==> src/rtl/uart_pkg.sv <==
// ============================================================================
// uart_pkg: state encoding, default timing and line levels shared by the UART
// transmitter and receiver.
// Revision: 1.0
// ============================================================================
`default_nettype none

package uart_pkg;

  typedef enum logic [2:0] {
    S_IDLE   = 3'd0,
    S_START  = 3'd1,
    S_DATA   = 3'd2,
    S_PARITY = 3'd3,
    S_STOP   = 3'd4
  } uart_state_e;

  localparam int DEFAULT_CLKS_PER_BIT = 5208;  // 50 MHz / 9600 baud
  localparam int DEFAULT_DATA_BITS    = 8;
  localparam int DEFAULT_STOP_BITS    = 1;

  localparam logic START_BIT = 1'b0;
  localparam logic STOP_BIT  = 1'b1;

endpackage : uart_pkg

`default_nettype wire

==> src/rtl/uart_baud_gen.sv <==
// ============================================================================
// uart_baud_gen: free-running bit-period counter with synchronous clear.
// tick marks the last cycle of a bit; pre_tick marks the cycle before it.
// Revision: 1.0
// ============================================================================
`default_nettype none

module uart_baud_gen
  import uart_pkg::*;
#(
  parameter int CLKS_PER_BIT = DEFAULT_CLKS_PER_BIT
) (
  input  logic CLK,
  input  logic RST,
  input  logic clear,
  output logic tick,
  output logic pre_tick
);

  localparam int             CNT_W   = $clog2(CLKS_PER_BIT);
  localparam logic [CNT_W-1:0] CNT_MAX = CNT_W'(CLKS_PER_BIT - 1);
  localparam logic [CNT_W-1:0] CNT_PRE = CNT_W'(CLKS_PER_BIT - 2);
  localparam logic [CNT_W-1:0] CNT_ONE = CNT_W'(1);

  logic [CNT_W-1:0] cnt_q;
  logic [CNT_W-1:0] cnt_d;

  always_comb begin
    cnt_d = cnt_q;
    if (clear || (cnt_q == CNT_MAX)) begin
      cnt_d = '0;
    end else begin
      cnt_d = cnt_q + CNT_ONE;
    end
  end

  always_ff @(posedge CLK or posedge RST) begin
    if (RST) begin
      cnt_q <= '0;
    end else begin
      cnt_q <= cnt_d;
    end
  end

  assign tick     = !clear && (cnt_q == CNT_MAX);
  assign pre_tick = !clear && (cnt_q == CNT_PRE);

endmodule : uart_baud_gen

`default_nettype wire

==> src/rtl/uart_tx.sv <==
// ============================================================================
// uart_tx: 8N1-style serial transmitter with SEND/READY byte handshake.
// Optional parity bit when UART_TX_PARITY_EN is defined (PARITY_ODD selects).
// Revision: 1.0
// ============================================================================
`default_nettype none

module uart_tx
  import uart_pkg::*;
#(
  parameter int CLKS_PER_BIT = DEFAULT_CLKS_PER_BIT,
  parameter int DATA_BITS    = DEFAULT_DATA_BITS,
  parameter int STOP_BITS    = DEFAULT_STOP_BITS
`ifdef UART_TX_PARITY_EN
  ,
  parameter bit PARITY_ODD   = 1'b0
`endif
) (
  input  logic                 CLK,
  input  logic                 RST,
  input  logic [DATA_BITS-1:0] DATA,
  input  logic                 SEND,
  output logic                 READY,
  output logic                 Tx,
  output logic                 DONE
);

  localparam logic [2:0] LAST_DATA = 3'(DATA_BITS - 1);
  localparam logic [2:0] LAST_STOP = 3'(STOP_BITS - 1);

  uart_state_e          state_q;
  logic                 tx_q;
  logic                 ready_q;
  logic                 done_q;
  logic [DATA_BITS-1:0] shift_q;
  logic [2:0]           bit_cnt_q;
`ifdef UART_TX_PARITY_EN
  logic                 par_q;
`endif

  logic w_tick;
  logic w_pre_tick;

  // Counter is held at 0 while idle so each frame starts on a fresh bit period.
  uart_baud_gen #(
    .CLKS_PER_BIT(CLKS_PER_BIT)
  ) u_baud (
    .CLK     (CLK),
    .RST     (RST),
    .clear   (state_q == S_IDLE),
    .tick    (w_tick),
    .pre_tick(w_pre_tick)
  );

  always_ff @(posedge CLK or posedge RST) begin
    if (RST) begin
      state_q   <= S_IDLE;
      tx_q      <= STOP_BIT;
      ready_q   <= 1'b1;
      done_q    <= 1'b0;
      shift_q   <= '0;
      bit_cnt_q <= '0;
`ifdef UART_TX_PARITY_EN
      par_q     <= 1'b0;
`endif
    end else begin
      done_q <= 1'b0;
      case (state_q)
        S_IDLE: begin
          if (SEND && ready_q) begin
            shift_q   <= DATA;
`ifdef UART_TX_PARITY_EN
            par_q     <= (^DATA) ^ PARITY_ODD;
`endif
            tx_q      <= START_BIT;
            ready_q   <= 1'b0;
            bit_cnt_q <= '0;
            state_q   <= S_START;
          end
        end
        S_START: begin
          if (w_tick) begin
            tx_q      <= shift_q[0];
            shift_q   <= shift_q >> 1;
            bit_cnt_q <= '0;
            state_q   <= S_DATA;
          end
        end
        S_DATA: begin
          if (w_tick) begin
            if (bit_cnt_q == LAST_DATA) begin
              bit_cnt_q <= '0;
`ifdef UART_TX_PARITY_EN
              tx_q      <= par_q;
              state_q   <= S_PARITY;
`else
              tx_q      <= STOP_BIT;
              state_q   <= S_STOP;
`endif
            end else begin
              tx_q      <= shift_q[0];
              shift_q   <= shift_q >> 1;
              bit_cnt_q <= bit_cnt_q + 3'd1;
            end
          end
        end
`ifdef UART_TX_PARITY_EN
        S_PARITY: begin
          if (w_tick) begin
            tx_q      <= STOP_BIT;
            bit_cnt_q <= '0;
            state_q   <= S_STOP;
          end
        end
`endif
        S_STOP: begin
          // DONE is registered, so it is raised one cycle ahead of the final tick.
          if (w_pre_tick && (bit_cnt_q == LAST_STOP)) begin
            done_q <= 1'b1;
          end
          if (w_tick) begin
            if (bit_cnt_q == LAST_STOP) begin
              ready_q <= 1'b1;
              state_q <= S_IDLE;
            end else begin
              bit_cnt_q <= bit_cnt_q + 3'd1;
            end
          end
        end
        default: begin
          tx_q    <= STOP_BIT;
          ready_q <= 1'b1;
          state_q <= S_IDLE;
        end
      endcase
    end
  end

  assign READY = ready_q;
  assign Tx    = tx_q;
  assign DONE  = done_q;

endmodule : uart_tx

`default_nettype wire

==> config.mk <==
export PLATFORM = sky130hd
export DESIGN_NAME = uart_tx
export DESIGN_NICKNAME = d
export VERILOG_FILES = /design/src/rtl/uart_pkg.sv /design/src/rtl/uart_baud_gen.sv /design/src/rtl/uart_tx.sv
export SDC_FILE = /design/constraint.sdc
export NUM_CORES = 1
export LEC_CHECK = 0
export CAP_MARGIN = 30
export CORE_MARGIN = 2
export CORE_UTILIZATION = 40
export CTS_BUF_LIST = sky130_fd_sc_hd__clkbuf_4
export DETAILED_ROUTE_END_ITERATION = 16
export GPL_TIMING_DRIVEN = 1
export MAX_ROUTING_LAYER = met4
export PLACE_DENSITY = 0.68
export SYNTH_ARGS = -nofsm -noshare
export SYNTH_HDL_FRONTEND = slang
export SYNTH_HIERARCHICAL = 1
export SYNTH_SLANG_ARGS = --single-unit
==> constraint.sdc <==
create_clock -name CLK -period 2.3 [get_ports CLK]
set_input_delay 0.575 -clock CLK [delete_from_list [all_inputs] [get_ports CLK]]
set_output_delay 0.575 -clock CLK [all_outputs]
set_load 0.05 [all_outputs]
### Word level (Yosys, flattened, before mapping)

Cells that the tools add are included.

| word-level totals | value |
|---|---|
| bits in registers | 30 |
| bits in latches | 0 |
| memory bits (writable) | 0 |
| bits in read-only memories | 0 |
| input bits | 11 |
| output and inout port bits | 3 |
| logic and storage cells | 71 |
| memories kept | 0 |

| cells by class | value |
|---|---|
| add/subtract/negate cells | 2 |
| multiply operators | 0 |
| div/mod/pow operators | 0 |
| order comparisons | 0 |
| eq/ne operators | 14 |
| shift operators | 0 |
| mux-type cells | 30 |
| bitwise operators | 2 |
| reductions and logical operators | 16 |

Operators with widths:

| operator | count |
|---|---|
| two-way mux 3 bit | 12 |
| two-way mux 8 bit | 4 |
| equality test 13 bit, second input constant | 2 |
| case mux 3 bit (4 select lines) | 2 |
| case mux 8 bit (3 select lines) | 1 |
| adder 13 x 1 -> 13 bit, second input constant | 1 |
| two-way mux 13 bit | 1 |
| AND reduction 6 bit | 2 |
| inequality test 2 bit, second input constant | 5 |
| two-way mux 1 bit | 8 |
| AND reduction 4 bit | 2 |
| equality test 3 bit, second input constant | 2 |
| zero test 3 bit | 2 |
| inequality test 2 x 1 -> 1 bit, second input constant | 3 |
| AND reduction 5 bit | 1 |
| logical AND 1 bit | 4 |
| case mux 1 bit (4 select lines) | 1 |
| nonzero test 4 bit | 1 |
| adder 3 x 1 -> 3 bit, second input constant | 1 |
| equality test 3 x 1 -> 1 bit, second input constant | 1 |
| equality test 3 x 2 -> 1 bit, second input constant | 1 |
| case mux 1 bit (3 select lines) | 1 |
| nonzero test 3 bit | 1 |
| inverter 1 bit | 2 |
| 3 further kinds | 3 |

### Longest topological paths before layout

Gate-level depths: netlist (run 1).

| logic depth | value |
|---|---|
| depth after elaboration | 6 |
| depth in mapped cells | 7 |
| gate-level depth less buffers | 7 |

### Hierarchy

Netlist (run 1), hierarchy kept.

Modules (own cells, without submodules):

| module | times used | cells an instance | area each (um^2) | seq. area each (um^2) |
|---|---|---|---|---|
| uart_tx | 1 | 96 | 992.2 | 427.9 |
| uart_baud_gen | 1 | 71 | 718.2 | 325.3 |

### Worst setup path before layout (run 1)

Ideal clock, no wire load.

| path | value |
|---|---|
| path kind | reg2reg |
| start point | reg u_baud.cnt_q[5] |
| end point | reg bit_cnt_q[2] |
| library setup time | 0.125 ns |
| arrival time | 2.159 ns |
| data required time | 2.175 ns |
| slack | 0.016 ns |
| stages on the path, launching flop included | 7 |
| buffers on the path | 0 |
| clock period less this slack | 2.284 ns |
| cell sequence | dfrtp_1 nor4b_1 nand4_1 nor3b_1 and4b_1 a211o_4 mux2_4 |

| between the ends | value |
|---|---|
| word-level cells in the longest chain between the ends | 4 |
| elaborated cells on any way between the ends | 6 |
| those cells by class | eq/ne (4); reduce/logical (2) |

RTL lines:

| element | RTL line | text |
|---|---|---|
| from (decl) | uart_baud_gen.sv:25 | `logic [CNT_W-1:0] cnt_q;` |
| from (signal assigned) | uart_baud_gen.sv:41 | `cnt_q <= cnt_d;` |
| equality test 13 bit (*) | uart_baud_gen.sv:45 | `assign tick = !clear && (cnt_q == CNT_MAX);` |
| logical AND 1 bit (*) | uart_baud_gen.sv:45 |  |
| via w_tick | uart_tx.sv:41 | `logic w_tick;` |
| inequality test 2 x 1 -> 1 bit (no source line) | n/a |  |
| AND reduction 6 bit (no source line) (*) | n/a |  |
| to (signal assigned) | uart_tx.sv:103 | `bit_cnt_q <= bit_cnt_q + 3'd1;` |
| to (signal assigned) | uart_tx.sv:126 | `bit_cnt_q <= bit_cnt_q + 3'd1;` |
| to (decl) | uart_tx.sv:36 | `logic [2:0] bit_cnt_q;` |

Mark *: on every way through the listed nets, which the timed path passes. The rest lies on a longest branch.
A chain may end at the register's enable or synchronous reset.

### Final worst setup path (run 1)

| path | value |
|---|---|
| start point | reg tx_q (netlist: Tx) |
| end point | out Tx |

RTL lines:

| element | RTL line | text |
|---|---|---|
| from (decl) | uart_tx.sv:32 | `logic tx_q;` |
| from (signal assigned) | uart_tx.sv:83 | `tx_q <= shift_q[0];` |
| from (signal assigned) | uart_tx.sv:101 | `tx_q <= shift_q[0];` |
| to (decl) | uart_tx.sv:24 | `output logic Tx,` |

No word-level cell between the ends.

==> out/results.ini, run 1 <==
[placed_design]
gp_congestion=0.9769
placed_area_sq_um=1908
place_ws_ps=195.9
hpwl_mm=2.433
numPortBuffers=13

[finish]
seq_area_sq_um=753.2
antennaDiodeCount=0
syn_to_final_growth_pct=17.41
drive_above_1_share_pct=16.40
finish.instance_area_sq_um=2008
nets=204
final.fill_count=378
multiInputGateArea_sq_um=900.9

[floorplan]
row_count=23
io_pins=14
initial_core_util_pct=42.15
die_h_um=69.39
die_x_um=69.39
core_region_area_sq_um=4058
dieArea_sq_um=4815

[worst_setup_path]
path_buf_inv=1
path_class=register to output port
crit_slowest_cell=clkdlybuf4s50_1
worst_setup_path_end_kind=output port
path_cells=clkdlybuf4s50_1
crit_arrival_ps=1670
crit_path_start_kind=register
cpPeakStageDelay_ps=790
required_ps=1730
crit_path_max_fanout=2
crit_family=buffers and inverters

[worst_hold_path]
hold_path_class=register to register

[global_route]
met2_usage_pct=26.39
use_met1_pct=17.95
grt_pass1_wl_mm=5.920
top_usage_layer=met2
grt_pass1_vias=1328
grt.overflow.total=0
antenna_found_initial=0
grt_max_degree=18
use_met3_pct=3.924
grt_use_total_pct=15.55

[timing]
finalSetupViolations=0
min_period_over_period_pct=97.55
layout_min_cycle_time_ps=2244
worst_slew_pin_slew_ps=640.9
fin_skew_ps=9.085
slew_viol_final=0
slew_headroom_pct=57.23
worst_slack_ps=56.38
hold_viol_final=0
fmax_mhz=445.7
grt_setup_unrepaired=false
finalSetupTns_ps=0

[clocking]
htree_levels=2
cts_sinks=30
path_clk_slew_ps=100
clock_latency_ps=330
root_buffer=clkbuf_4
cts_tree=built
cts_buffer_depth=2
cts_buffers=5

[yosys]
synth_top_area_share_pct=40.97
synthTopCellsByCount=dfrtp_1, nand2_1, a21oi_1, inv_1, mux2i_1
synthesis.area_sq_um=1710
syn_area_per_cell_sq_um=10.24
synth-seq-area-share_pct=44.04
synth_fp_nets=183
ys_seq_elements=30
yosysWarnings=6
synthTopCellsByArea=dfrtp_1, mux2i_1, ha_1
synthArstFlopShare_pct=100.0
synth-edff-count=0
yosysTopAreaCell=dfrtp_1
yosysMostFrequentCell=dfrtp_1
ys.flop_type=dfrtp_1
synth.distinct_cells=44
synthCells=167

[power]
intPower_w=0.0007679
vdd_ir_drop_max_mv=0.2835
leakagePower_nw=0.8951
p_clk_share_pct=42.6
total_power_w=0.0009700
p_comb_share_pct=3.0
power_density_nw_per_um2=483.0
p_seq_share_pct=54.4
swShare_pct=20.83
p_sw_w=0.0002020

[drt]
drc=0
ant_nets=0
wirelength_mm=3.331
wl_per_cell_um=13.94
num_vias=1319
drt-initial-drc-count=91
vias_per_cell=5.519
drt_first_pass_iters=4

[run]
drv_cap=0

[outcome]
outcome=completed

==> what timing repair did <==
item / CTS / global route
setup endpoints to repair: 0 / 9
hold buffers: 0 / 0
setup buffers: 0 / 0
resized for setup: 0 / 3
==> state kept, by name, summed over array words and instances (netlist names) <==
signal / flops
u_baud/cnt_q: 13
shift_q: 8
bit_cnt_q: 3
state_q: 3
DONE: 1
READY: 1
Tx: 1
==> stage by stage <==
step | hold WS, ps | util (%) | cells
after floorplan | 449.6 | - | 167
after global placement | 451.0 | 47.02 | 231
after detailed placement | 472.8 | 47.02 | 231
after CTS | 488.0 | 48.94 | 239
after global routing | 491.6 | 49.49 | 239
final | 484.7 | 49.49 | 239
==> per-layer routing <==
| layer | wire length (um) | share of wire, % |
|---|---|---|
| met4 | 49 | 1.5 |
| met5 | 0 | 0 |
| met3 | 128 | 3.8 |
| met2 | 1678 | 50 |
| met1 | 1474 | 44 |
==> worst paths after layout <==
| check | endpoint | startpoint | cells past startpoint | slack (ps) |
|---|---|---|---|---|
| worst min register to register | Tx | Tx | 2 | 480 |
| worst min-delay path | Tx | Tx | 2 | 480 |
| worst max-delay path | Tx | Tx | 1 | 60 |
| worst max register to register | bit_cnt_q[2] | u_baud/cnt_q[3] | 7 | 230 |
| min in group asynchronous | u_baud/cnt_q[10] | RST | 2 | 580 |
| max in group asynchronous | shift_q[1] | RST | 2 | 1240 |
==> kinds of logic after synthesis <==
logic type / Yosys count / synth area share, %
buffers and inverters: 16 / 4.608
adders and majority gates: 5 / 3.658
and+or+nand+nor: 59 / 21.65
AOI/OAI and AO/OA: 39 / 14.41
xor gates and xnor gates: 5 / 3.658
muxes: 13 / 7.974
DFF: 30 / 44.04
==> final cells by class <==
cell class / instances / share of cell area (%)
clock buffer: 5 / 1.869
clock inverter: 3 / 1.994
inverter: 11 / 2.056
multi-input combinational: 121 / 44.86
sequential: 30 / 37.51
tap: 50 / 3.115
timing repair buffer: 19 / 8.598
==> layout by cell type (no fill, tap or decap), types with 6 or more instances in the layout <==
| cell | instances |
|---|---|
| dfrtp_1 | 28 |
| nand2_1 | 14 |
| clkdlybuf4s50_1 | 12 |
| inv_1 | 11 |
| mux2i_1 | 11 |
| a21oi_1 | 11 |
| o21ai_0 | 9 |
| nor2_1 | 7 |
| buf_4 | 7 |
| o21ai_1 | 6 |
==> power by group through the flow <==
stage	clock (W)	sequential (W)	combinational (W)
after floorplan	0	0.000537	0.00000935
after global placement	0	0.000537	0.0000300
after detailed placement	0	0.000537	0.0000303
after CTS	0.000423	0.000527	0.0000306
after global routing	0.000443	0.000527	0.0000329
final	0.000413	0.000527	0.0000294
Power figures use the tool's default switching activity.
==> run 2: changes to the inputs <==
--- a/config.mk
+++ b/config.mk
@@ -10,7 +10,6 @@
 export CORE_UTILIZATION = 40
 export CTS_BUF_LIST = sky130_fd_sc_hd__clkbuf_4
 export DETAILED_ROUTE_END_ITERATION = 16
-export GPL_TIMING_DRIVEN = 1
 export MAX_ROUTING_LAYER = met4
 export PLACE_DENSITY = 0.68
 export SYNTH_ARGS = -nofsm -noshare
==> results of run 2 <==
No change in the layout: final DEF, timing and power equal those of run 1.
==> run 3: changes to the inputs <==
--- a/config.mk
+++ b/config.mk
@@ -9,6 +9,7 @@
 export CORE_MARGIN = 2
 export CORE_UTILIZATION = 40
 export CTS_BUF_LIST = sky130_fd_sc_hd__clkbuf_4
+export CTS_CLUSTER_DIAMETER = 50
 export DETAILED_ROUTE_END_ITERATION = 16
 export MAX_ROUTING_LAYER = met4
 export PLACE_DENSITY = 0.68
==> results of run 3 <==
No change in the layout: final DEF, timing and power equal those of run 1.
